[config.mk]
export PLATFORM = sky130hd
export DESIGN_NAME = ysyx_24100012_inst_fetch_flat
export DESIGN_NICKNAME = d
export VERILOG_FILES = /design/src/rtl/ysyx_24100012_inst_fetch_if.sv /design/src/rtl/ysyx_24100012_inst_fetch.sv /design/src/flat_wrapper.sv
export SDC_FILE = /design/constraint.sdc
export NUM_CORES = 1
export LEC_CHECK = 0
export ABC_AREA = 1
export BUFFER_PORTS_ARGS = -buffer_cell sky130_fd_sc_hd__buf_2
export CAP_MARGIN = 5
export CORE_MARGIN = 10
export CORE_UTILIZATION = 50
export DETAILED_ROUTE_END_ITERATION = 12
export GPL_TIMING_DRIVEN = 0
export HOLD_SLACK_MARGIN = 0.05
export PLACE_DENSITY = 0.8
export SYNTH_ARGS = -nofsm -noshare
export SYNTH_HDL_FRONTEND = slang
export SYNTH_SLANG_ARGS = --single-unit
[constraint.sdc]
create_clock -name clk -period 2 [get_ports clk]
set_input_delay 0.1 -clock clk [delete_from_list [all_inputs] [get_ports clk]]
set_output_delay 0.1 -clock clk [all_outputs]
set_load 0.05 [all_outputs]
[src/rtl/ysyx_24100012_inst_fetch_if.sv]
// Fetch-stage bus bundle: instruction-memory request/response, decode handshake and PC redirect.
// The master side is the fetch unit; the slave side is the memory, decode and branch-resolution logic.
interface ysyx_24100012_inst_fetch_if #(
  parameter int DATA_WIDTH = 32
);
  logic                  imem_req_valid;
  logic                  imem_req_ready;
  logic [DATA_WIDTH-1:0] imem_req_addr;
  logic                  imem_resp_valid;
  logic [DATA_WIDTH-1:0] imem_resp_data;
  logic                  imem_resp_err;
  logic                  inst_valid;
  logic                  inst_ready;
  logic [DATA_WIDTH-1:0] instruction;
  logic [DATA_WIDTH-1:0] inst_pc;
  logic                  inst_fault;
  logic                  redirect_valid;
  logic [DATA_WIDTH-1:0] redirect_pc;

  modport master (
    output imem_req_valid, imem_req_addr,
    input  imem_req_ready, imem_resp_valid, imem_resp_data, imem_resp_err,
    output inst_valid, instruction, inst_pc, inst_fault,
    input  inst_ready, redirect_valid, redirect_pc
  );

  modport slave (
    input  imem_req_valid, imem_req_addr,
    output imem_req_ready, imem_resp_valid, imem_resp_data, imem_resp_err,
    input  inst_valid, instruction, inst_pc, inst_fault,
    output inst_ready, redirect_valid, redirect_pc
  );
endinterface

[src/rtl/ysyx_24100012_inst_fetch.sv]
// Instruction fetch stage: owns the PC, issues one imem request at a time and hands the
// returned word plus its PC to decode; redirects replace the PC and squash in-flight responses.
module ysyx_24100012_inst_fetch #(
  parameter int                    DATA_WIDTH = 32,
  parameter logic [DATA_WIDTH-1:0] RESET_PC   = 32'h8000_0000
) (
  input logic                       clk,
  input logic                       rst_n,
  ysyx_24100012_inst_fetch_if.master bus
);

  typedef enum logic [1:0] {
    S_IDLE,
    S_REQ,
    S_WAIT,
    S_OUT
  } state_e;

  localparam logic [DATA_WIDTH-1:0] ALIGN_MASK = ~DATA_WIDTH'(3);
  localparam logic [DATA_WIDTH-1:0] PC_STEP    = DATA_WIDTH'(4);

  state_e                state_q, state_d;
  logic [DATA_WIDTH-1:0] pc_q, pc_d;
  logic                  flush_q, flush_d;
  logic [DATA_WIDTH-1:0] instr_q, instr_d;
  logic [DATA_WIDTH-1:0] inst_pc_q, inst_pc_d;
  logic                  fault_q, fault_d;

  logic                  req_fire;
  logic                  out_fire;
  logic [DATA_WIDTH-1:0] redir_pc;

  assign req_fire = (state_q == S_REQ) && bus.imem_req_ready;
  assign out_fire = (state_q == S_OUT) && bus.inst_ready;
  assign redir_pc = bus.redirect_pc & ALIGN_MASK;

  always_comb begin
    state_d   = state_q;
    pc_d      = pc_q;
    flush_d   = flush_q;
    instr_d   = instr_q;
    inst_pc_d = inst_pc_q;
    fault_d   = fault_q;

    unique case (state_q)
      S_IDLE: begin
        state_d = S_REQ;
        if (bus.redirect_valid) pc_d = redir_pc;
      end

      S_REQ: begin
        if (req_fire) state_d = S_WAIT;
        if (bus.redirect_valid) begin
          pc_d = redir_pc;
          // Request already accepted for the old PC: its response must be dropped.
          if (req_fire) flush_d = 1'b1;
        end
      end

      S_WAIT: begin
        if (bus.imem_resp_valid) begin
          if (flush_q || bus.redirect_valid) begin
            flush_d = 1'b0;
            state_d = S_REQ;
            if (bus.redirect_valid) pc_d = redir_pc;
          end else begin
            instr_d   = bus.imem_resp_err ? '0 : bus.imem_resp_data;
            inst_pc_d = pc_q;
            fault_d   = bus.imem_resp_err;
            state_d   = S_OUT;
          end
        end else if (bus.redirect_valid) begin
          pc_d    = redir_pc;
          flush_d = 1'b1;
        end
      end

      S_OUT: begin
        // A redirect always leaves OUT; if decode took the word this cycle it keeps it.
        if (bus.redirect_valid) begin
          pc_d    = redir_pc;
          state_d = S_REQ;
        end else if (out_fire) begin
          pc_d    = pc_q + PC_STEP;
          state_d = S_REQ;
        end
      end

      default: state_d = S_IDLE;
    endcase
  end

  always_ff @(posedge clk or negedge rst_n) begin
    if (!rst_n) begin
      state_q   <= S_IDLE;
      pc_q      <= RESET_PC;
      flush_q   <= 1'b0;
      instr_q   <= '0;
      inst_pc_q <= '0;
      fault_q   <= 1'b0;
    end else begin
      state_q   <= state_d;
      pc_q      <= pc_d;
      flush_q   <= flush_d;
      instr_q   <= instr_d;
      inst_pc_q <= inst_pc_d;
      fault_q   <= fault_d;
    end
  end

  assign bus.imem_req_valid = (state_q == S_REQ);
  assign bus.imem_req_addr  = pc_q;
  assign bus.inst_valid     = (state_q == S_OUT);
  assign bus.instruction    = instr_q;
  assign bus.inst_pc        = inst_pc_q;
  assign bus.inst_fault     = fault_q;

endmodule
[src/flat_wrapper.sv]
// flat-port wrapper written by rule: the top's interface ports become plain ports
module ysyx_24100012_inst_fetch_flat 
#(
  parameter int                    DATA_WIDTH = 32,
  parameter logic [DATA_WIDTH-1:0] RESET_PC   = 32'h8000_0000
)
  (clk, rst_n, bus_imem_req_valid, bus_imem_req_addr, bus_imem_req_ready, bus_imem_resp_valid, bus_imem_resp_data, bus_imem_resp_err, bus_inst_valid, bus_instruction, bus_inst_pc, bus_inst_fault, bus_inst_ready, bus_redirect_valid, bus_redirect_pc);
  ysyx_24100012_inst_fetch_if #(.DATA_WIDTH(DATA_WIDTH)) bus_i ();
  input logic clk;
  input logic rst_n;
  output wire logic [$bits(bus_i.imem_req_valid)-1:0] bus_imem_req_valid;
  output wire logic [$bits(bus_i.imem_req_addr)-1:0] bus_imem_req_addr;
  input wire logic [$bits(bus_i.imem_req_ready)-1:0] bus_imem_req_ready;
  input wire logic [$bits(bus_i.imem_resp_valid)-1:0] bus_imem_resp_valid;
  input wire logic [$bits(bus_i.imem_resp_data)-1:0] bus_imem_resp_data;
  input wire logic [$bits(bus_i.imem_resp_err)-1:0] bus_imem_resp_err;
  output wire logic [$bits(bus_i.inst_valid)-1:0] bus_inst_valid;
  output wire logic [$bits(bus_i.instruction)-1:0] bus_instruction;
  output wire logic [$bits(bus_i.inst_pc)-1:0] bus_inst_pc;
  output wire logic [$bits(bus_i.inst_fault)-1:0] bus_inst_fault;
  input wire logic [$bits(bus_i.inst_ready)-1:0] bus_inst_ready;
  input wire logic [$bits(bus_i.redirect_valid)-1:0] bus_redirect_valid;
  input wire logic [$bits(bus_i.redirect_pc)-1:0] bus_redirect_pc;
  assign bus_imem_req_valid = bus_i.imem_req_valid;
  assign bus_imem_req_addr = bus_i.imem_req_addr;
  assign bus_i.imem_req_ready = bus_imem_req_ready;
  assign bus_i.imem_resp_valid = bus_imem_resp_valid;
  assign bus_i.imem_resp_data = bus_imem_resp_data;
  assign bus_i.imem_resp_err = bus_imem_resp_err;
  assign bus_inst_valid = bus_i.inst_valid;
  assign bus_instruction = bus_i.instruction;
  assign bus_inst_pc = bus_i.inst_pc;
  assign bus_inst_fault = bus_i.inst_fault;
  assign bus_i.inst_ready = bus_inst_ready;
  assign bus_i.redirect_valid = bus_redirect_valid;
  assign bus_i.redirect_pc = bus_redirect_pc;
  ysyx_24100012_inst_fetch #(.DATA_WIDTH(DATA_WIDTH), .RESET_PC(RESET_PC)) u_core (.clk(clk), .rst_n(rst_n), .bus(bus_i));
endmodule
==> summary.txt <==
Outcome
  • Status: completed

Yosys
  • Mean post-synth cell area: 8.12 um^2
  • Flops & latches, synth: 96
  • Netlist Area Pre-Place: 4910 um^2
  • Netlist cell types: 33
  • Fraction of the yosys area taken by sequential cells: 49.0%
  • Ys Warns: 0
  • Post-Syn Instances: 604

Worst setup path
  • CP startpoint kind: flop
  • Crit. End Element: flop
  • CP Max Fanout: 10
  • R2R setup slack: 0.12 ns
  • Kind of critical path: reg2reg
  • Req. time, crit path: 2.26 ns
  • CP arrival: 2.14 ns

STA
  • Skew final: 0.0118 ns
  • Final Slew Violations: 0
  • Final worst path period need: 1.88 ns
  • Final Hold Fails: 0
  • FMAX: 532 MHz
  • Endpoints failing setup: 0
  • Worst slew margin: 60.1%
  • RSZ-0062 raised after global routing: no
  • Measured slew at the worst slew-check pin: 0.599 ns
  • Tcrit/Tclk final: 94.0%

Floorplan
  • Die area: 14200 um^2
  • Die X: 119 um
  • Cell row count: 36
  • Die height: 119 um
  • I/O pins: 170
  • Initial core utilization: 50.7%
  • Core Area: 9680 um^2

Layout
  • Post-route cell area: 6570 um^2
  • Share of cells above drive strength 1: 27.9%
  • FF+latch area: 2400 um^2
  • Final cell count without fillers: 966
  • Final net count: 903
  • Fill cell total of the finished layout: 799
  • Multi-input gate area: 2110 um^2
  • Commonest cells after routing, fill and taps aside: nand2_1 (181), buf_2 (172), dfrtp_1 (94)
  • Synthesis-to-finish area growth: 33.8%
  • Commonest non-fill, non-tap cell in the layout: nand2_1

Global routing
  • Global-route wire length before repair: 27700 um
  • Pin count of the biggest net entering global routing: 75
  • Congestion Overflow GR: 0
  • Overall Global Routing Usage: 23.9%
  • Initial antenna violation count: 1
  • Number of global-route vias before repair: 5350

Routing
  • Post-route DRC violation count: 0
  • Routed wire length: 17300 um
  • DR vias/cell: 5.30
  • Antenna viol nets, final: 0
  • DR pass1 iterations: 5
  • DR WL/cell: 17.9 um
  • Vias: 5118
  • Violation count after the first detailed-route iteration: 479

CTS
  • CTS clk-pin slew, worst paths: 0.10 ns
  • Clk root buf: clkbuf_8
  • H-tree levels: 3
  • Clk_lat worst skew: 0.38 ns
  • Sink Count: 96
  • CTS Buffer Depth: 2
  • Post-CTS setup buffer count: 0
  • CTS buffer count: 9
  • CTS tree: yes

Power
  • Leakage: 3.42 nW
  • Max VDD drop: 0.849 mV
  • PwrDens: 1620 nW/um^2
  • Total power: 10.7 mW

Worst hold path
  • Worst Hold Class: in2reg

Place
  • Placement Cell Area: 5930 um^2
  • Placed cell count: 904
  • I/O Buffers: 163
  • Hpwl dp: 12500 um
  • GP Congestion: 0.946

Run
  • # Max-Cap Violations: 0
==> worst paths after layout <==
| kind | cells past startpoint | end | from |
|---|---|---|---|
| min in group asynchronous | 2 | u_core.bus.imem_req_addr[18] | rst_n |
| max in group asynchronous | 3 | u_core.bus.imem_req_addr[31] | rst_n |
| worst min register to register | 2 | u_core.bus.inst_pc[6] | u_core.bus.inst_pc[6] |
| worst max register to register | 7 | u_core.bus.imem_req_addr[10] | u_core.state_q[0] |
| worst max-delay path | 7 | u_core.bus.imem_req_addr[10] | u_core.state_q[0] |
| worst min-delay path | 3 | u_core.bus.imem_req_addr[8] | bus_redirect_pc[8] |
==> area by class of cell <==
type | instances | area share (%)
flip-flops and latches | 96 | 36.6
plain buffers | 29 | 3.24
clock inverters | 6 | 0.800
diodes | 1 | 0.0381
clock buffers | 10 | 1.94
inverters | 52 | 2.97
repair buffers | 209 | 19.7
well taps | 133 | 2.53
multi-input cells | 430 | 32.1
==> kinds of logic after synthesis <==
| kind of cell | share of synthesized area [%] |
|---|---|
| buffers and inverters | 8.29 |
| and+or+nand+nor | 26.8 |
| AOI/OAI and AO/OA | 14.3 |
| DFF | 49.0 |
| other | 0.0764 |
| xor gates and xnor gates | 0.357 |
| adders and majority gates | 1.28 |
==> report_power, final <==
group,internal (mW),switching [mW],leakage [nW]
combinational,1.45,4.55,2.11
sequential,2.73,0.717,1.23
clock,0.470,0.744,0.0850
==> stage by stage <==
| stage | setup TNS (ns) | hold WS, ns | worst slack, ns | util, % |
|---|---|---|---|---|
| 2_1_floorplan | 0 | -0.196 | 0.134 | - |
| 3_3_place_gp | -6.07 | 0.320 | -0.0710 | 60.9 |
| 3_5_place_dp | 0 | 0.0277 | 0.148 | 61.2 |
| 4_1_cts | 0 | 0.0505 | 0.137 | 67.7 |
| 5_1_grt | 0 | 0.0520 | 0.00297 | 67.8 |
| 6_report | 0 | 0.0531 | 0.121 | 67.8 |
==> per-layer routing <==
| metal | vias up | share of wire, % | track usage (%) |
|---|---|---|---|
| met5 | - | 0 | 0 |
| met3 | 45 | 8.2 | 5.38 |
| met1 | 2441 | 40 | 28.9 |
| met2 | 247 | 48 | 40.0 |
| li1 | 2385 | - | - |
| met4 | 0 | 3.5 | 10.6 |
==> synth_stat cells (all sizes together) <==
library cell,number,share of area [%]
inv,52,4.0
nand2,185,14
a21oi,5,0.51
nor2,88,7.9
buf,27,4.2
o21ai,56,6.1
dfrtp,95,48
o21a,2,0.31
dfstp,1,0.54
ha,5,1.3
a31oi,1,0.13
a22oi,3,0.56
o221ai,1,0.18
clkbuf,2,0.15
conb,1,0.076
nand3,35,3.8
o22ai,6,0.77
nor3,1,0.10
xor2,2,0.36
a22o,32,5.7
nand3b,2,0.31
nand4,2,0.25
==> critical path, cell delays in order (launching register included) <==
cell     delay, ns
dfrtp_1       0.44
ha_1          0.22
inv_1         0.08
nor2_4        0.15
buf_1         0.49
nand3_1       0.13
o21ai_0       0.13
a21oi_1       0.11
==> state kept, by name, summed over array words and instances, names as in the netlist <==
register	cells
u_core.bus.inst_fault	1
u_core.state_q	2
u_core.bus.imem_req_addr	30
u_core.flush_q	1
u_core.bus.inst_pc	30
u_core.bus.instruction	32
==> what timing repair did <==
action / in CTS / in global routing
setup endpoints to repair: 0 / 4
hold buffers: 45 / 0
endpoints found under the hold margin: 139 / 0
resized for setup: 0 / 2
Power figures use the tool's default switching activity.
